==> src/rtl/fsm_resp_checker_misr.sv <==
// resp_misr: multiple-input signature register that compacts one response
// vector per enabled cycle into a running signature.
// Ports:
//   clk : clock, rising edge
//   rst : asynchronous reset, active-low, clears the signature
//   clr : synchronous clear, takes priority over en
//   en  : fold d into the signature this cycle
//   d   : response vector to compact
//   sig : current signature
module resp_misr #(
   parameter int               OUT_W = 19,
   parameter logic [OUT_W-1:0] POLY  = 19'h00027
) (
   input  logic             clk,
   input  logic             rst,
   input  logic             clr,
   input  logic             en,
   input  logic [OUT_W-1:0] d,
   output logic [OUT_W-1:0] sig
);

   // Galois-style shift: the bit falling off the top folds the feedback taps
   // back in, then the new response is XORed across the whole word.
   always_ff @(posedge clk or negedge rst) begin
      if (!rst) begin
         sig <= '0;
      end else if (clr) begin
         sig <= '0;
      end else if (en) begin
         sig <= {sig[OUT_W-2:0], 1'b0} ^ (sig[OUT_W-1] ? POLY : '0) ^ d;
      end
   end

endmodule

==> config.mk <==
export PLATFORM = sky130hd
export DESIGN_NAME = resp_misr
export DESIGN_NICKNAME = d
export VERILOG_FILES = /design/src/rtl/fsm_resp_checker_misr.sv
export SDC_FILE = /design/constraint.sdc
export NUM_CORES = 1
export LEC_CHECK = 0
export ABC_AREA = 1
export CAP_MARGIN = 20
export CORE_ASPECT_RATIO = 1.75
export CORE_MARGIN = 8
export CORE_UTILIZATION = 35
export CTS_CLUSTER_SIZE = 40
export DETAILED_ROUTE_END_ITERATION = 8
export PLACE_DENSITY = 0.8
export SLEW_MARGIN = 40
export SYNTH_ARGS = -nofsm -noshare
export SYNTH_HDL_FRONTEND = slang
export SYNTH_SLANG_ARGS = --single-unit
==> constraint.sdc <==
create_clock -name clk -period 1 [get_ports clk]
set_input_delay 0.2 -clock clk [delete_from_list [all_inputs] [get_ports clk]]
set_output_delay 0.2 -clock clk [all_outputs]
set_load 0.05 [all_outputs]
After elaboration in Yosys (flattened, before gate mapping)
Cells that the tools add are included.
- bits in registers: 19
- input bits: 23
- output and inout port bits: 19
- word-level logic and storage cells: 7
- mux-type cells: 3
- bitwise gates (word level): 2
- reduce and logical (&&, ||, !) cells: 1
- operator list (kind ; number):
    $mux W19 ; 2
    $xor A19 B19 Y19 ; 1
    $xor A19 B6 Y19 ; 1
    $mux W6 ; 1
    $reduce_bool A2 Y1 ; 1

Depth between registers and ports, before layout
Gate-level depths: netlist (run 1).
- depth in word-level cells: 5
- gate-level depth with buffers: 6
- mapped depth without buffers: 5

Worst setup path before layout (run 1)
Ideal clock, no wire load.
- path kind: reg-to-reg
- start: register sig[18]
- end: register sig[2]
- library setup time: 0.118 ns
- arrival time: 1.206 ns
- required time: 0.882 ns
- slack: -0.324 ns
- cell stages (with the launch flop): 7
- path buffers: 1
- clock period less this slack: 1.324 ns
- cell sequence: dfrtp_1 > buf_2 > inv_1 > nand2_1 > nand3b_1 > nand3_1 > nand2_1
- longest elaborated chain between the ends: 5
- RTL lines (item ; RTL line ; source):
    start: declaration ; 19 ; output logic [OUT_W-1:0] sig
    start signal: assignment ; 30 ; sig <= {sig[OUT_W-2:0], 1'b0} ^ (sig[OUT_W-1] ? POLY : '0) ^ d;
    $mux W6 ; 30 ;
    $xor A19 B6 Y19 ; 30 ;
    $xor A19 B19 Y19 ; 30 ;
    $mux W19 ; 29 ; end else if (en) begin
    $mux W19 ; 27 ; end else if (clr) begin
No other way between the ends. The select of a mux whose other input is x is not followed.
A chain may end at the register's enable or synchronous reset.

Worst setup path in the final report (run 1)
- start: register sig[18]
- end: output port sig[18]
No word-level cell between the ends.

==> results of run 1 <==
[worst reg2reg max path, stage by stage, from the launching register on]
cell,delay (ns)
dfrtp_2,0.45
buf_12,0.16
nand2_1,0.07
nand3b_1,0.09
nand3_1,0.09
nand2_1,0.06
[metrics by stage]
stage                     hold WS, ns  utilization [%]  area, um2  TNS [ns]  worst slack (ns)
after floorplan               -0.0956                -        978    -0.179           -0.0591
after global placement          0.537             61.1       1630     -5.37            -0.320
after detailed placement        0.544             61.1       1630     -5.88            -0.372
after CTS                       0.272             69.6       1850     -1.01           -0.0785
after global routing            0.285             70.8       1880     -1.60           -0.0982
final                           0.269             70.8       1880     -1.02           -0.0740
[cells in the final DEF (no fill, tap or decap), drive strengths merged]
| cell type | n |
|---|---|
| buf | 42 |
| clkbuf | 3 |
| clkdlybuf4s50 | 20 |
| clkinv | 1 |
| dfrtp | 19 |
| dlygate4sd2 | 1 |
| dlymetal6s2s | 1 |
| inv | 8 |
| nand2 | 31 |
| nand3 | 6 |
| nand3b | 3 |
| nor2 | 2 |
| o21ai | 13 |
| o22ai | 3 |
| xnor2 | 16 |
[cells by family after synthesis]
family          count (synthesis)
simple gates                   42
flops                          19
compound gates                 16
xor+xnor                       16
buf+inv                        10
[area by class of cell]
| class | count | area (um2) |
|---|---|---|
| well taps | 27 | 33.8 |
| multi-input cells | 74 | 470 |
| flip-flops and latches | 19 | 485 |
| clock inverters | 1 | 5.00 |
| clock buffers | 3 | 41.3 |
| repair buffers | 64 | 803 |
| fillers | 180 | 777 |
| repair inverters | 1 | 3.75 |
| inverters | 7 | 38.8 |
[report_power, final]
group,switching (mW),internal (mW)
clock network,0.270,0.278
registers,0.0813,0.836
logic,0.493,0.529
[final timing paths]
check	endpoint	cells after the start
setup reg to reg	sig[1]	5
hold reg to reg	sig[7]	2
setup / recovery	sig[18]	1
hold / removal	sig[9]	2
min in group clk	sig[10]	4
max in group asynchronous	sig[1]	2
[per-layer routing]
metal,global-route usage [%],routed length [um],up-vias
met5,0,0,-
met4,6.98,57,0
met3,3.14,129,6
met2,26.2,1980,24
met1,12.5,1140,492
li1,-,-,468
[timing repair]
item	CTS	global route
setup endpoints to repair	36	38
setup buffers	18	1
cloned	1	0
pin swaps	4	6
gates resized for setup	12	8
==> run metrics, run 1 <==
relative slew slack=about 82%; reg2reg start=sig[18]; DIE AREA=between 0.004 and 0.005 mm2; via/cell ratio=roughly 5.1; vias in the first global route=1149; largest net degree at the start of global routing=20; WL/cell=16.9 um; static leakage=around 0.83 nW; Req. time, crit path=0.80 ns; R2R Setup Slk=-0.04 ns; Syn Area/Cell=9.34 um2; Buffers on Ports=41; CTS Buffer Depth=2; Top FF cell, synth=dfrtp_1; Syn. warnings=0; Net Count, Synth=126; clk sinks=19; register area share after synthesis=around half; MaxCap Viol Count=0; CTS tree=done; clock slew at reported path FFs=0.07 ns; Die Height=around 85 um; Post-Synth XOR/XNOR Area=around 15%; class of the most critical setup path=reg2out; crit path capture type=output port; Synth Area in Simple Gates=19.4%; max reg flops=19; crit start category=flop; Worst Max-Slew Pin Slew=0.263 ns; All-Layer GR Usage=around 14%; most numerous cell in the Yosys netlist=nand2_1; Clock Skew=roughly 0.0030 ns; count of final setup violators=22; initial antenna violation count=0; main combinational cell family by area after synthesis=simple AND/OR/NAND/NOR gates; number of library cell types mapped by synthesis=15; commonest cells in the netlist=31 x nand2_1, 19 x dfrtp_1, 16 x xnor2_1; drt pass-1 iters=4; Synth Register Bits=19; starting density of the core=a little over a third; Hold Path Class=in2async; total CTS buffers=3; # rows=25; critical path startpoint=sig[18]; DP HPWL=2090 um; Non-Filler Instances=196; mux cell area share after synthesis=0%; n_diodes=0; Slew Viols, Final=0; Nets=between 150 and 200; Die W=about 56 um; Synth top area share=49.4%; Critical path buffers and inverters=1; unrepaired setup endpoints after global routing=yes; Critical Path Max Stage Delay=about 0.45 ns; grt total ovfl=0; htree depth=1; Hold Vio Cnt, Final=0; Synth Area in Adders=0%; fin crit share=107%; Post-CTS Hold Fix Bufs=0; area leader, netlist=dfrtp_1; via count=between 900 and 1000; Synth Area in Compound Gates=about 11%; number of placed I/O pins=42; fmax=about 930 MHz; EDFF count, synth=0; asr flop ratio synth=100%; placed cell count=about 170; Top Registers=sig x19; first-pass GRT wire length=5210 um; slowest CP cell=dfrtp_2; layout cells sized above 1=42.6%; post-route antenna net violation count=0; Worst Path Arrival=between 0.8 and 0.9 ns; delay-heaviest family, CP=flip-flops; fin crit period=around 1.1 ns; cell count after synthesis=between 100 and 150; mapped cell area=962 um2; Iter 0 DRT Violations=33; routability cong.=~0.79; synth top area cells=dfrtp_1 49%, xnor2_1 15%, nand2_1 12%; DRC Markers=0; DRT Wirelength=3310 um; Peak VDD IR=~0.97 mV; critical-path maximum fanout=3; synth-to-layout area growth=95.6%; failing checks=negative setup slack; Root Driver=clkbuf_8; pwr/cell area=1320 mW/mm2; PnR Total Power=about 2.5 mW; clk_lat worst skew=between 0.2 and 0.3 ns; final setup margin=-0.0740 ns; Top reg by flops=sig; outcome=complete, but fails checks; Core ar.=0.00266 mm2; crit-path cells=buf_12
Note: power is estimated with default switching activity, not from simulation.
==> run 2: changes to the inputs <==
SLEW_MARGIN = unset   (was 40)
==> results of run 2 <==
The final DEF is identical to that of run 1; final timing and power are the same.
==> run 3: changes to the inputs <==
SKIP_LAST_GASP = 1   (was unset)
==> run 3 against run 2 <==
Effect of this change: maximum frequency about the same; clock-buffer cell count unchanged; setup slack better by 0.0010 ns; largest cell class unchanged; clock skew shrank 0.00066 ns; core utilization unchanged; wire length is essentially flat; non-clock buffer count unchanged; power about the same; the run still ends with negative setup slack left; die area unchanged; register-to-register slack is essentially flat.
==> run metrics, run 3 (same netlist as run 1, synthesis figures left out) <==
crit path capture type=output port; Die Height=85.4 um (unchanged); dpl ws=-0.372 ns (unchanged); end point of the critical path=sig[18]; CTS tree=done; FF-to-FF End=sig[1]; via/cell ratio=5.13 (+1.5%); count of final setup violators=22 (unchanged); largest net degree at the start of global routing=20 (unchanged); DRT Wirelength=3310 um (about the same); Hold Path Class=in2async; max reg flops=19 (unchanged); R2R Setup Slk=-0.05 ns (about the same); Root Driver=clkbuf_8; Stages on worst setup path=1 (unchanged); layout cells sized above 1=42.6% (unchanged); crit-path cells=buf_12; reg2reg start=sig[18]; Iter 0 DRT Violations=33 (unchanged); commonest cells after routing, fill and taps aside=30 x nand2_1, 21 x buf_12, 20 x clkdlybuf4s50_1, 20 x buf_4, 14 x xnor2_1; commonest non-fill, non-tap cell in the layout=nand2_1; vias in the first global route=1149 (unchanged); fin crit period=1.07 ns (-0.00105 ns); outcome=complete, but fails checks; MaxCap Viol Count=0 (unchanged); final instance area=0.00188 mm2 (unchanged); Worst Max-Slew Pin Slew=0.261 ns (-0.00166 ns); first-pass GRT wire length=5210 um (unchanged); n_diodes=0 (unchanged); WL/cell=16.9 um (about the same); DRC Markers=0 (unchanged); CTS Buffer Depth=2 (unchanged); clock slew at reported path FFs=0.07 ns (about the same); setup_tns=-1.03 ns (-0.00596 ns); grt total ovfl=0 (unchanged); Reg2Reg Depth=6 (+1); starting density of the core=36.2% (unchanged); crit start category=flop; Top Registers=sig x19; via count=1005 (+1.5%); Die W=55.6 um (unchanged); PnR Total Power=2.48 mW (about the same); post-route antenna net violation count=0 (unchanged); All-Layer GR Usage=13.6% (unchanged); Critical path buffers and inverters=1 (unchanged); synth-to-layout area growth=95.6% (unchanged); Slew Viols, Final=0 (unchanged); fmax=932 MHz (about the same); dpl cell area=0.00163 mm2 (unchanged); static leakage=0.830 nW (about the same); unrepaired setup endpoints after global routing=yes; Clock Skew=0.00238 ns (-0.000665 ns); Nets=193 (unchanged); relative slew slack=82.6% (+0.11 points); critical path startpoint=sig[18]; total CTS buffers=3 (unchanged); slowest CP cell=dfrtp_2; Req. time, crit path=0.80 ns (about the same); class of the most critical setup path=reg2out; Top reg by flops=sig; Hold Vio Cnt, Final=0 (unchanged); drt pass-1 iters=4 (unchanged); critical-path maximum fanout=3 (unchanged); fin crit share=107% (about the same); Buffers on Ports=41 (unchanged); number of placed I/O pins=42 (unchanged); final setup margin=-0.0729 ns (+0.00105 ns); initial antenna violation count=0 (unchanged); Worst Path Arrival=0.87 ns (about the same); Post-CTS Hold Fix Bufs=0 (unchanged); # rows=25 (unchanged); clk sinks=19 (unchanged); clk_lat worst skew=0.26 ns (about the same); hold slack=0.270 ns (+0.00132 ns); Peak VDD IR=0.962 mV (-0.45%); failing checks=negative setup slack; pwr/cell area=1320 mW/mm2 (about the same); Critical Path Max Stage Delay=0.45 ns (about the same); routability cong.=0.792 (unchanged); htree depth=1 (unchanged); DP HPWL=2090 um (unchanged); Core ar.=0.00266 mm2 (unchanged); delay-heaviest family, CP=flip-flops; DIE AREA=0.00475 mm2 (unchanged)
## run 3: cell counts in the layout (fill, tap and decap cells not counted)
No cell type changed its count.
## run 3: layout make-up
cell class | count | area [um2]
repair inverters | 1 | 3.75
fillers | 180 | 777
inverters | 7 | 38.8
multi-input cells | 74 | 470
flip-flops and latches | 19 | 485
repair buffers | 64 | 803
clock buffers | 3 | 41.3
clock inverters | 1 | 5.00
well taps | 27 | 33.8
## run 3: power by group
part | internal, mW | switching, mW | total, mW
combinational | 0.529 | 0.493 | 1.02
clock | 0.278 | 0.268 | 0.545
sequential | 0.836 | 0.0814 | 0.917
## run 3: layer usage
| layer | GRT usage [%] | wire, um |
|---|---|---|
| met4 | 6.98 | 76 |
| met5 | 0 | 0 |
| met1 | 12.5 | 1090 |
| met3 | 3.14 | 176 |
| met2 | 26.2 | 1960 |
## run 3: what timing repair did
| action | CTS | global route |
|---|---|---|
| pin swaps | 4 | 4 |
| hold endpoints to repair | 0 | 0 |
| setup endpoints to repair | 36 | 38 |
| cloned | 1 | 0 |
| gates resized for setup | 12 | 8 |
| setup buffers | 18 | 1 |
## run 3: per-stage QoR
step | utilization [%] | cells
2_1_floorplan | - | 103
3_3_place_gp | 61.1 | 172
3_5_place_dp | 61.1 | 172
4_1_cts | 69.6 | 195
5_1_grt | 70.8 | 196
6_report | 70.8 | 196
## run 3: worst min path at each step
stage                    to  slack (ns)  depth (start not counted)
CTS                  sig[0]        0.27                          2
detailed placement  sig[17]        0.54                          2
global route         sig[9]        0.28                          2
floorplan            sig[0]        -0.1                          0
global placement    sig[17]        0.54                          2
finish               sig[9]        0.27                          2
